[src/rtl/sqrt_pkg.sv]
// Shared types and constants for the BCD conversion arbiter.
// The sequential engine constants are only consumed when BCD_SEQ_EN is defined.
package sqrt_pkg;

    typedef enum logic [1:0] {
        StIdle = 2'd0,
        StConv = 2'd1,
        StHold = 2'd2
    } conv_state_e;

    localparam int unsigned BcdW     = 10;
    localparam int unsigned SeqIters = 5;
    localparam int unsigned PreShift = 3;

    // Full double-dabble of an 8-bit value; BCD digits end up in [17:8].
    function automatic logic [BcdW-1:0] bin_to_bcd(input logic [7:0] bin);
        logic [17:0] sr;
        sr = {10'd0, bin};
        for (int i = 0; i < 8; i++) begin
            if (sr[11:8] >= 4'd5) begin
                sr[11:8] = sr[11:8] + 4'd3;
            end
            if (sr[15:12] >= 4'd5) begin
                sr[15:12] = sr[15:12] + 4'd3;
            end
            sr = sr << 1;
        end
        return sr[17:8];
    endfunction

endpackage

[src/rtl/bcd_dabble_seq.sv]
// Registered shift-add-3 binary-to-BCD engine, one iteration per cycle.
// Compiled only when BCD_SEQ_EN is defined.
`ifdef BCD_SEQ_EN
module bcd_dabble_seq
    import sqrt_pkg::*;
(
    input  logic            clk,
    input  logic            rst_n,
    input  logic            load,
    input  logic [7:0]      bin,
    output logic            done,
    output logic [BcdW-1:0] bcd
);

    logic [17:0] sr_q;
    logic [17:0] sr_adj;
    logic [2:0]  cnt_q;
    logic        run_q;
    logic        done_q;

    always_comb begin
        sr_adj = sr_q;
        if (sr_adj[11:8] >= 4'd5) begin
            sr_adj[11:8] = sr_adj[11:8] + 4'd3;
        end
        if (sr_adj[15:12] >= 4'd5) begin
            sr_adj[15:12] = sr_adj[15:12] + 4'd3;
        end
    end

    always_ff @(posedge clk or negedge rst_n) begin
        if (!rst_n) begin
            sr_q   <= '0;
            cnt_q  <= '0;
            run_q  <= 1'b0;
            done_q <= 1'b0;
        end else if (load) begin
            // The first three shifts can never need a correction, so skip them.
            sr_q   <= 18'(bin) << PreShift;
            cnt_q  <= '0;
            run_q  <= 1'b1;
            done_q <= 1'b0;
        end else if (run_q) begin
            sr_q  <= sr_adj << 1;
            cnt_q <= cnt_q + 3'd1;
            if (cnt_q == 3'(SeqIters - 1)) begin
                run_q  <= 1'b0;
                done_q <= 1'b1;
            end
        end
    end

    assign done = done_q;
    assign bcd  = sr_q[17:8];

endmodule
`endif

[src/rtl/bcd_conv_arbiter.sv]
// Round-robin arbiter sharing one 8-bit binary-to-BCD converter between NREQ requesters.
// Define BCD_SEQ_EN to use the multi-cycle shift-add-3 engine instead of the combinational one.
module bcd_conv_arbiter
    import sqrt_pkg::*;
#(
    parameter int unsigned NREQ = 2,
    parameter int unsigned IDW  = 2
) (
    input  logic              clk,
    input  logic              rst_n,
    input  logic [NREQ-1:0]   req_valid,
    input  logic [8*NREQ-1:0] req_data,
    output logic [NREQ-1:0]   req_ready,
    output logic              out_valid,
    input  logic              out_ready,
    output logic [BcdW-1:0]   out_bcd,
    output logic [IDW-1:0]    out_id,
    output logic              busy
);

    conv_state_e     state_q;
    logic [IDW-1:0]  last_grant_q;
    logic [IDW-1:0]  id_q;
    logic [IDW-1:0]  grant_idx;
    logic [7:0]      sel_data;
    logic            found;
    int unsigned     target;
    logic            accept;
    logic            conv_done;
    logic [BcdW-1:0] conv_bcd;

    // Search order starts just after the last winner; first valid requester wins.
    always_comb begin
        req_ready = '0;
        grant_idx = '0;
        sel_data  = '0;
        found     = 1'b0;
        target    = 0;
        if (state_q == StIdle) begin
            for (int unsigned k = 1; k <= NREQ; k++) begin
                target = (32'(last_grant_q) + k) % NREQ;
                for (int unsigned i = 0; i < NREQ; i++) begin
                    if (!found && (i == target) && req_valid[i]) begin
                        found        = 1'b1;
                        req_ready[i] = 1'b1;
                        grant_idx    = IDW'(i);
                        sel_data     = req_data[8*i +: 8];
                    end
                end
            end
        end
    end

    assign accept = |req_ready;
    assign busy   = (state_q != StIdle);

`ifdef BCD_SEQ_EN
    bcd_dabble_seq u_dabble (
        .clk   (clk),
        .rst_n (rst_n),
        .load  (accept),
        .bin   (sel_data),
        .done  (conv_done),
        .bcd   (conv_bcd)
    );
`else
    logic [7:0]      operand_q;
    logic            done_q;
    logic [BcdW-1:0] bcd_q;

    always_ff @(posedge clk or negedge rst_n) begin
        if (!rst_n) begin
            operand_q <= '0;
            done_q    <= 1'b0;
            bcd_q     <= '0;
        end else begin
            if (accept) begin
                operand_q <= sel_data;
            end
            // Single-cycle pulse on the first CONV cycle; FSM consumes it on the next edge.
            done_q <= (state_q == StConv) && !done_q;
            if (state_q == StConv) begin
                bcd_q <= bin_to_bcd(operand_q);
            end
        end
    end

    assign conv_done = done_q;
    assign conv_bcd  = bcd_q;
`endif

    always_ff @(posedge clk or negedge rst_n) begin
        if (!rst_n) begin
            state_q      <= StIdle;
            last_grant_q <= IDW'(NREQ - 1);
            id_q         <= '0;
            out_valid    <= 1'b0;
            out_bcd      <= '0;
            out_id       <= '0;
        end else begin
            unique case (state_q)
                StIdle: begin
                    if (accept) begin
                        id_q         <= grant_idx;
                        last_grant_q <= grant_idx;
                        state_q      <= StConv;
                    end
                end
                StConv: begin
                    if (conv_done) begin
                        out_bcd   <= conv_bcd;
                        out_id    <= id_q;
                        out_valid <= 1'b1;
                        state_q   <= StHold;
                    end
                end
                StHold: begin
                    if (out_ready) begin
                        out_valid <= 1'b0;
                        state_q   <= StIdle;
                    end
                end
                default: state_q <= StIdle;
            endcase
        end
    end

endmodule
[config.mk]
export PLATFORM = sky130hd
export DESIGN_NAME = bcd_conv_arbiter
export DESIGN_NICKNAME = d
export VERILOG_FILES = /design/src/rtl/sqrt_pkg.sv /design/src/rtl/bcd_dabble_seq.sv /design/src/rtl/bcd_conv_arbiter.sv
export SDC_FILE = /design/constraint.sdc
export NUM_CORES = 1
export LEC_CHECK = 0
export BUFFER_PORTS_ARGS = -buffer_cell sky130_fd_sc_hd__buf_4
export CAP_MARGIN = 10
export CORE_MARGIN = 3
export CORE_UTILIZATION = 50
export DETAILED_ROUTE_END_ITERATION = 6
export PLACE_DENSITY = 0.72
export SYNTH_ARGS = -nofsm -noshare
export SYNTH_HDL_FRONTEND = slang
export SYNTH_SLANG_ARGS = --single-unit
export TNS_END_PERCENT = 1
[constraint.sdc]
create_clock -name clk -period 10.5 [get_ports clk]
set_clock_uncertainty 0.05 [all_clocks]
set_input_delay 1.575 -clock clk [delete_from_list [all_inputs] [get_ports clk]]
set_output_delay 1.575 -clock clk [all_outputs]
set_load 0.005 [all_outputs]
# --- Word-level counts from Yosys, hierarchy flattened ---
# Index checks and enable logic that the tools add are counted.
totals:
  out_inout_bits: 16
  in_bits: 21
  register_bits: 37
op_classes:
  muxes: 50
  n_lt_le_gt_ge: 13
  eq_ne: 5
  n_addsub: 15
  reduce_logical: 22
ops:
  columns: ["operator", "count"]
  rows:
  - ["32-bit zero test", 2]
  - ["4-bit two-way mux", 15]
  - ["4-bit by 3-bit greater-or-equal comparator with 1-bit output, second input constant", 12]
  - ["8-bit two-way mux", 5]
  - ["4-bit by 2-bit adder with 4-bit output, second input constant", 8]
  - ["3-bit two-way mux", 10]
  - ["3-bit by 2-bit adder with 3-bit output, second input constant", 4]
  - ["1-bit two-way mux", 12]
  - ["2-bit two-way mux", 6]
  - ["1-bit logical AND", 8]
  - ["2-bit != test, second input constant", 3]
  - ["2-bit one-hot mux with 3 select lines", 1]
  - ["3-bit AND reduction", 2]
  - ["1-bit zero test", 4]
  - ["2-bit AND reduction", 2]
  - ["2-bit nonzero test", 2]
  - ["1-bit by 2-bit adder with 3-bit output, second input constant", 1]
  - ["1-bit by 3-bit greater-or-equal comparator with 1-bit output, second input constant", 1]
  - ["1-bit adder, second input constant", 2]
  - ["2-bit by 1-bit equality test with 1-bit output, second input constant", 1]
  - ["2-bit equality test, second input constant", 1]
  - ["2-bit zero test", 1]
  - ["1-bit one-hot mux with 2 select lines", 1]
  - ["2-bit OR reduction", 1]

# --- Logic depth before layout (Yosys ltp) ---
# Gate-level depths: netlist (run 1).
depth:
  word_depth: 23
  depth_mapped: 25
  mapped_depth_nobuf: 24

# --- Least setup slack after synthesis (run 1) ---
# OpenSTA, ideal clock, no wires.
synth_timing:
  path_kind: "reg2reg"
  startpoint: "register operand_q[5]"
  endpoint: "register bcd_q[1]"
  period_less_slack_ns: 4.810
  setup_ns: 0.066
  path_stages_with_launch: 23
  t_arrival_ns: 4.693
  path_buffers: 1
  path_slack_ns: 5.690
  path_cell_list: "dfrtp_1 > inv_1 > ha_1 > inv_1 > ha_1 > a21oi_1 > xnor2_1 > ha_1 > buf_4 > nor2b_1 > nor4_1 > a2111oi_4 > inv_2 > ha_1 > nor2b_1 > a221oi_1 > o32ai_1 > a211oi_4 > mux2_2 > nor2_1 > nor2_1 > a311oi_1 > o32a_1"
synth_between:
  elab_chain_len: 14
  word_cells_on_any_way: 18
synth_rtl:
  columns: ["item", "line_no", "text"]
  rows:
  - ["start, declared", "bcd_conv_arbiter.sv:67", "logic [7:0] operand_q;"]
  - ["start signal, assigned", "bcd_conv_arbiter.sv:78", "operand_q <= sel_data;"]
  - ["4-bit by 2-bit adder with 4-bit output / 4-bit by 3-bit greater-or-equal comparator with 1-bit output (equally long branches)", "sqrt_pkg.sv:21, sqrt_pkg.sv:20", null]
  - ["4-bit two-way mux *", "sqrt_pkg.sv:20", "if (sr[11:8] >= 4'd5) begin"]
  - ["4-bit two-way mux *", "bcd_conv_arbiter.sv:82", "if (state_q == StConv) begin"]
  - ["4-bit by 2-bit adder with 4-bit output / 4-bit by 3-bit greater-or-equal comparator with 1-bit output (equally long branches)", "sqrt_pkg.sv:21, sqrt_pkg.sv:20", null]
  - ["4-bit two-way mux *", "sqrt_pkg.sv:20", null]
  - ["4-bit two-way mux *", "bcd_conv_arbiter.sv:82", null]
  - ["4-bit by 2-bit adder with 4-bit output / 4-bit by 3-bit greater-or-equal comparator with 1-bit output (equally long branches)", "sqrt_pkg.sv:21, sqrt_pkg.sv:20", null]
  - ["4-bit two-way mux *", "sqrt_pkg.sv:20", null]
  - ["4-bit two-way mux *", "bcd_conv_arbiter.sv:82", null]
  - ["4-bit by 3-bit greater-or-equal comparator with 1-bit output / 4-bit by 2-bit adder with 4-bit output (equally long branches)", "sqrt_pkg.sv:20, sqrt_pkg.sv:21", null]
  - ["4-bit two-way mux *", "sqrt_pkg.sv:20", null]
  - ["4-bit two-way mux *", "bcd_conv_arbiter.sv:82", null]
  - ["4-bit by 3-bit greater-or-equal comparator with 1-bit output *", "sqrt_pkg.sv:20", null]
  - ["4-bit two-way mux *", "sqrt_pkg.sv:20", null]
  - ["end signal, assigned", "bcd_conv_arbiter.sv:83", "bcd_q <= bin_to_bcd(operand_q);"]
  - ["end, declared", "bcd_conv_arbiter.sv:69", "logic [BcdW-1:0] bcd_q;"]
# Mark *: on every way between the ends. The rest lies on a longest branch, timed or not. The select of a mux whose other input is x is not followed.
# A chain may end at the register's enable or synchronous reset.

# --- Worst setup path after layout (run 1) ---
# Ends and elaborated chain as after synthesis.

==> results of run 1 <==
-- registers in the layout, summed over array words and instances, names as in the netlist --
register / flops
bcd_q: 10
conv_done: 1
id_q: 1
last_grant_q: 1
operand_q: 8
out_bcd: 10
out_id: 1
out_valid: 1
state_q: 2
-- synth_stat cells (all sizes together) (2+ instances only) --
cell    instances  area [um^2]
a211oi          2         27.5
a21boi          3         33.8
a21o            5         40.0
a21oi          25          151
a221oi          9         78.8
a22oi           2         15.0
a31oi           4         25.0
and3            2         22.5
buf             4         27.5
clkbuf          4         15.0
dfrtp          34          851
ha              9          113
inv            15         56.3
mux2           13          146
mux2i           7         73.8
nand2          20         75.1
nand3           6         30.0
nor2           32          125
nor2b           5         31.3
nor3            5         25.0
nor4            3         18.8
o211a           3         30.0
o21ai           9         48.8
o221ai          2         17.5
or2             4         27.5
or3             3         18.8
xnor2           2         17.5
-- path summary, 6_finish.rpt --
kind	startpoint	endpoint	depth (start not counted)
max	operand_q[5]$_DFFE_PN0P_	bcd_q[1]$_DFFE_PN0P_	21
max in group asynchronous	rst_n	last_grant_q[0]$_DFFE_PN1P_	1
min	conv_done$_DFF_PN0_	conv_done$_DFF_PN0_	1
max reg2reg	operand_q[5]$_DFFE_PN0P_	bcd_q[1]$_DFFE_PN0P_	21
min in group asynchronous	rst_n	out_bcd[9]$_DFFE_PN0P_	1
min reg2reg	conv_done$_DFF_PN0_	conv_done$_DFF_PN0_	1
-- metal layers --
metal	part of all wire, %	vias up	GRT usage [%]
li1	-	1001	-
met1	46	932	23.6
met2	47	68	31.1
met3	5.6	6	4.41
met4	1.2	0	5.93
met5	0	-	0
-- metrics by stage --
stage                     instances  hold slack (ps)  setup slack, ps
after floorplan                 254              389             5690
after CTS                       341              438             4980
after detailed placement        333              412             5010
after global placement          333              417             5280
final                           341              439             4920
after global routing            341              468             4530
-- critical path, delay by kind of cell, from the launching register on --
family	cells	cell delay [ps]
compound gates	7	2050
fa+ha+maj	4	1050
simple gates	5	900
flops	1	440
mux	1	430
buf+inv	3	340
xor+xnor	1	230
-- cell families (layout without fill, tap and decap cells) --
family	Yosys count	after routing	synth area share, %
AO/OA/AOI/OAI	80	80	26.5
other	1	1	0.158
XOR/XNOR	2	2	0.737
buffers and inverters	23	58	4.16
flip-flops	35	35	36.9
multiplexers	20	20	9.26
adder cells (fa/ha/maj)	9	9	4.73
AND/OR/NAND/NOR	84	84	17.6
-- cell type report --
class | count | area, um^2 | share of cell area (%)
Multi-Input combinational cell | 196 | 1400 | 51.0
Clock buffer | 6 | 72.6 | 2.64
Sequential cell | 35 | 877 | 31.9
Clock inverter | 2 | 12.5 | 0.455
Inverter | 15 | 56.3 | 2.05
Timing Repair Buffer | 35 | 263 | 9.56
Tap cell | 52 | 65.1 | 2.37
==> metrics.log, run 1 <==
INFO  metric timing.setup.tns = 0 ps
INFO  metric ctsResizeCount = 0
INFO  metric clk_pin_slew_worst_paths = 80 ps
INFO  metric globalplace.congestion = 0.909
INFO  metric drc = 0
INFO  metric die_height = 75.0 um
INFO  metric cts-root-to-sink-buffers = 2
INFO  metric yosys_warnings = 0
INFO  metric synth-seq-cells = 35
INFO  metric place_area = 2660 um^2
INFO  metric end_kind = flip-flop
INFO  metric dpl.hpwl = 3.68 mm
INFO  metric synth-edff-count = 0
INFO  metric start_kind = flip-flop
INFO  metric crit_slowest_cell = sky130_fd_sc_hd__dfrtp_1
INFO  metric tritoncts.num_buffers = 5
INFO  metric drtAntennaViolNets = 0
INFO  metric max_freq = 0.179 GHz
INFO  metric fin_nets = 318
INFO  metric layout_worst_path_cycle_share = 53.1%
INFO  metric critPathMostFrequentCell = sky130_fd_sc_hd__ha_1
INFO  metric wl_per_cell = 14.1 um
INFO  metric fp.coreArea = 4470 um^2
INFO  metric detailed_router_iteration_count_before_antenna_repair = 4
INFO  metric setup.reg_to_reg.worst_slack = 4920 ps
INFO  metric run_status = completed
INFO  metric setup_viol = 0
INFO  metric slew_headroom = 36.7%
INFO  metric clock_insertion_delay_worst_skew = 290 ps
INFO  metric placement.io_buffers = 35
INFO  metric postCtsHoldBufs = 0
INFO  metric die_width = 75.0 um
INFO  metric root_buffer = sky130_fd_sc_hd__clkbuf_8
INFO  metric timing_worst_slew_pin_value = 948 ps
INFO  metric insertedDiodeCount = 0
INFO  metric postSynthAreaPerCell = 9.36 um^2
INFO  metric num_vias = 2007
INFO  metric synth-async-reset-ratio = 100%
INFO  metric dieArea = 5620 um^2
INFO  metric grt-ovfl-total = 0
INFO  metric worstPathRequired = 10680 ps
INFO  metric seq_total_area_yosys = 36.9%
INFO  metric grt_first_pass_wirelength = 8.09 mm
INFO  metric timing.final.crit_period = 5580 ps
INFO  metric grt_antenna_before_repair = 0
INFO  metric global_route.usage.total = 18.6%
INFO  metric setup_repair_after_global_routing_missed_its_margin = no
INFO  metric timing_hold_violations_final = 0
INFO  metric timing_max_transition_violations_final = 0
INFO  metric post-cts-setup-buffers = 0
INFO  metric nFillCells = 381
INFO  metric synthesis.area = 2380 um^2
INFO  metric io-pin-count = 37
INFO  metric vias_per_cell = 5.89
INFO  metric layout.cell_area.non_filler = 2750 um^2
INFO  metric worstPathMaxFanout = 10
INFO  metric area_delta_synth_final = 15.6%
INFO  metric syn_nets = 284
INFO  metric share_of_post_route_cells_with_drive_strength_above_1 = 27.3%
INFO  metric clock_sinks = 35
INFO  metric worstHoldPathType = flip-flop to flip-flop
INFO  metric yosys_most_used_dff = sky130_fd_sc_hd__dfrtp_1
INFO  metric maximum_number_of_pins_on_one_net_before_global_route_repair = 36
INFO  metric floorplan.initialDensity = 53.2%
INFO  metric tritoncts = built
INFO  metric layout.cells.most_common = sky130_fd_sc_hd__buf_4
INFO  metric first_global_vias = 1863
INFO  metric detail_route.iter0.violations = 107
INFO  metric worst-endpoint-arrival = 5750 ps
INFO  metric drv.max_cap_violation_count = 0
INFO  metric critical_path.cell_chain = inv_1 > ha_1 > inv_1 > ha_1 > a21oi_1 > xnor2_1 > ha_1 > nor2b_1 > nor4_1 > a2111oi_4 > inv_2 > ha_1 > nor2b_1 > a221oi_1 > o32ai_1 > a211oi_4 > mux2_2 > nor2_1 > nor2_1 > a311oi_1 > o32a_1
INFO  metric htreeDepth = 2
INFO  metric layout.cells.most_common_list = sky130_fd_sc_hd__buf_4 (35), sky130_fd_sc_hd__dfrtp_1 (34), sky130_fd_sc_hd__nor2_1 (30), sky130_fd_sc_hd__a21oi_1 (22), sky130_fd_sc_hd__nand2_1 (20)
INFO  metric slowest_delay = 440 ps
INFO  metric setup.worst_path.class = flip-flop to flip-flop
INFO  metric synth_cell_types = 63
INFO  metric syn-instance-count = 254
INFO  metric detail_route.wirelength = 4.81 mm
INFO  metric final_util = 61.4%
INFO  metric placement_rows = 24
Power of run 1 is not shown: default switching activity piles up to over one toggle a cycle in this logic, so the estimate is an artifact.
==> run 2: changes to the inputs <==
--- a/config.mk
+++ b/config.mk
@@ -5,6 +5,7 @@
 export SDC_FILE = /design/constraint.sdc
 export NUM_CORES = 1
 export LEC_CHECK = 0
+export ABC_AREA = 1
 export BUFFER_PORTS_ARGS = -buffer_cell sky130_fd_sc_hd__buf_4
 export CAP_MARGIN = 10
 export CORE_MARGIN = 3
==> constraint.sdc (replaced) <==
create_clock -name clk -period 5.2 [get_ports clk]
set_clock_uncertainty 0.05 [all_clocks]
set_input_delay 0.78 -clock clk [delete_from_list [all_inputs] [get_ports clk]]
set_output_delay 0.78 -clock clk [all_outputs]
set_load 0.005 [all_outputs]
==> run 2 against run 1 <==
Against the previous run: global-route usage decreased by 1.4 points; area after synthesis decreased by 8.3%; sequential share of layout area increased by 2.2 points; design area decreased by 6.5%; critical path depth increased by 12; non-clock buffer count unchanged; via count decreased by 7.2%; hold slack got worse by 59 ps; critical path type unchanged; critical endpoint is now bcd_q[5]$_DFFE_PN0P_; highest routed layer unchanged.
==> metrics.log, run 2 <==
INFO  metric die_height = 72.1 um
INFO  metric synth-async-reset-ratio = 100%
INFO  metric num_vias = 1862
INFO  metric yosys.cell_count.top_type = sky130_fd_sc_hd__nand2_1
INFO  metric drtAntennaViolNets = 0
INFO  metric worst_r2r_endpoint = bcd_q[5]$_DFFE_PN0P_
INFO  metric grt-ovfl-total = 0
INFO  metric share_of_synthesized_cell_area_in_and_or_nand_and_nor_gates = 32.0%
INFO  metric cts-root-to-sink-buffers = 2
INFO  metric worst-endpoint-arrival = 4300 ps
INFO  metric globalplace.congestion = 0.792
INFO  metric setup.reg_to_reg.worst_slack = 1020 ps
INFO  metric endpoint = bcd_q[5]$_DFFE_PN0P_
INFO  metric clock_sinks = 35
INFO  metric run_status = completed
INFO  metric tritoncts = built
INFO  metric detailed_router_iteration_count_before_antenna_repair = 4
INFO  metric start_kind = flip-flop
INFO  metric maximum_number_of_pins_on_one_net_before_global_route_repair = 36
INFO  metric synth.top_cells.by_area = sky130_fd_sc_hd__dfrtp_1 (39%), sky130_fd_sc_hd__nand2_1 (11%), sky130_fd_sc_hd__inv_1 (6.7%)
INFO  metric synthesis.area = 2180 um^2
INFO  metric slew_headroom = 41.1%
INFO  metric grt_first_pass_wirelength = 7.22 mm
INFO  metric drc = 0
INFO  metric placement_rows = 23
INFO  metric worstHoldPathType = primary input to async pin
INFO  metric layout_worst_path_cycle_share = 80.3%
INFO  metric clock_insertion_delay_worst_skew = 280 ps
INFO  metric wl_per_cell = 10.7 um
INFO  metric worst_setup_path_startpoint = operand_q[5]$_DFFE_PN0P_
INFO  metric setup.worst_path.class = flip-flop to flip-flop
INFO  metric syn-instance-count = 280
INFO  metric worstPathRequired = 5320 ps
INFO  metric synth_cell_types = 28
INFO  metric setup_repair_after_global_routing_missed_its_margin = no
INFO  metric r2r-start = operand_q[5]$_DFFE_PN0P_
INFO  metric timing_hold_violations_final = 0
INFO  metric grt_antenna_before_repair = 0
INFO  metric nFillCells = 376
INFO  metric layout.cells.most_common = sky130_fd_sc_hd__nand2_1
INFO  metric synth.area.mux_share = 3.61%
INFO  metric setup_viol = 0
INFO  metric max_freq = 0.239 GHz
INFO  metric synth_common_cells = sky130_fd_sc_hd__nand2_1 (66), sky130_fd_sc_hd__inv_1 (39), sky130_fd_sc_hd__dfrtp_1 (34), sky130_fd_sc_hd__o21ai_0 (27), sky130_fd_sc_hd__nand3_1 (25)
INFO  metric synth-compound-area-share = 10.1%
INFO  metric slowest_delay = 390 ps
INFO  metric seq_area = 877 um^2
INFO  metric area_delta_synth_final = 17.8%
INFO  metric postCtsHoldBufs = 0
INFO  metric floorplan.initialDensity = 53.0%
INFO  metric drv.max_cap_violation_count = 0
INFO  metric root_buffer = sky130_fd_sc_hd__clkbuf_8
INFO  metric synth_top_family_by_area = simple AND/OR/NAND/NOR gates
INFO  metric dpl.hpwl = 3.15 mm
INFO  metric place_area = 2490 um^2
INFO  metric share_of_post_route_cells_with_drive_strength_above_1 = 26.6%
INFO  metric timing.setup.tns = 0 ps
INFO  metric dieArea = 5190 um^2
INFO  metric pre_cts_ws = 1030 ps
INFO  metric layout.cells.most_common_list = sky130_fd_sc_hd__nand2_1 (66), sky130_fd_sc_hd__inv_1 (39), sky130_fd_sc_hd__buf_4 (35), sky130_fd_sc_hd__dfrtp_1 (34), sky130_fd_sc_hd__o21ai_0 (27)
INFO  metric postSynthAreaPerCell = 7.79 um^2
INFO  metric reg2reg_depth = 33
INFO  metric fp.coreArea = 4120 um^2
INFO  metric hold_slack = 380 ps
INFO  metric syn_nets = 310
INFO  metric largestRegisters = bcd_q: 10 flops, out_bcd: 10 flops, operand_q: 8 flops
INFO  metric multi_input_area = 1110 um^2
INFO  metric synth-adder-area-share = 5.16%
INFO  metric crit_slowest_cell = sky130_fd_sc_hd__dfrtp_1
INFO  metric end_kind = flip-flop
INFO  metric clk_pin_slew_worst_paths = 60 ps
INFO  metric detail_route.wirelength = 3.95 mm
INFO  metric synth-seq-cells = 35
INFO  metric io-pin-count = 37
INFO  metric synthXorXnorAreaFrac = 0%
INFO  metric synth_top_cell_by_area = sky130_fd_sc_hd__dfrtp_1
INFO  metric seq_total_area_yosys = 40.2%
INFO  metric final_critical_path_setup_slack = 1020 ps
INFO  metric placement.io_buffers = 35
INFO  metric timing_max_transition_violations_final = 0
INFO  metric htreeDepth = 2
INFO  metric ctsResizeCount = 0
INFO  metric first_global_vias = 1782
INFO  metric insertedDiodeCount = 0
INFO  metric synth_top_area_share = 39.0%
INFO  metric synth-edff-count = 0
INFO  metric tritoncts.num_buffers = 5
INFO  metric global_route.usage.total = 17.1%
INFO  metric timing_worst_slew_pin_value = 880 ps
INFO  metric yosys_warnings = 0
INFO  metric worstPathMaxFanout = 4
INFO  metric layout.cell_area.non_filler = 2570 um^2
INFO  metric detail_route.iter0.violations = 79
INFO  metric timing.final.crit_period = 4180 ps
INFO  metric fin_nets = 348
INFO  metric die_width = 72.1 um
INFO  metric post-cts-setup-buffers = 0
INFO  metric vias_per_cell = 5.05
INFO  metric yosys_most_used_dff = sky130_fd_sc_hd__dfrtp_1
==> run 2: logic make-up after synthesis <==
group / after synthesis
compound gates: 40
fa+ha+maj: 9
buf+inv: 50
flops: 35
mux: 7
other cells: 1
simple gates: 138
==> run 2: stage by stage <==
stage               std cells  utilization, %
finish                    369            62.5
global route              369            62.5
CTS                       369            62.5
detailed placement        361            60.5
global placement          361            60.5
floorplan                 280               -
==> run 2: area by class of cell <==
| class | count | share of cell area [%] |
|---|---|---|
| well taps | 50 | 2.43 |
| clock inverters | 1 | 0.195 |
| repair buffers | 35 | 10.2 |
| flip-flops and latches | 35 | 34.1 |
| multi-input cells | 195 | 43.3 |
| inverters | 46 | 6.72 |
| clock buffers | 7 | 2.97 |
==> run 2: worst min-delay path by stage <==
| stage | slack [ps] | to | cells after the start |
|---|---|---|---|
| finish | 380 | bcd_q[6]$_DFFE_PN0P_ | 1 |
| global route | 410 | out_bcd[2]$_DFFE_PN0P_ | 1 |
| CTS | 410 | out_bcd[2]$_DFFE_PN0P_ | 1 |
| detailed placement | 400 | conv_done$_DFF_PN0_ | 1 |
| global placement | 390 | conv_done$_DFF_PN0_ | 1 |
| floorplan | 370 | conv_done$_DFF_PN0_ | 1 |
==> run 2: critical path: cells and delay by family (launching register included) <==
kind | cells | cell delay (ps)
AND/OR/NAND/NOR | 17 | 1540
adder cells (fa/ha/maj) | 5 | 890
buffers and inverters | 9 | 660
AO/OA/AOI/OAI | 2 | 540
flip-flops | 1 | 390
==> run 2: metal layers <==
| layer | GRT usage (%) | wire length (um) | vias to the layer above |
|---|---|---|---|
| met5 | 0 | 0 | - |
| met4 | 5.22 | 57 | 0 |
| met3 | 4.02 | 188 | 4 |
| met2 | 29.2 | 1830 | 45 |
| met1 | 21.5 | 1880 | 844 |
| li1 | - | - | 969 |
Power of run 2 is left out for the same reason.
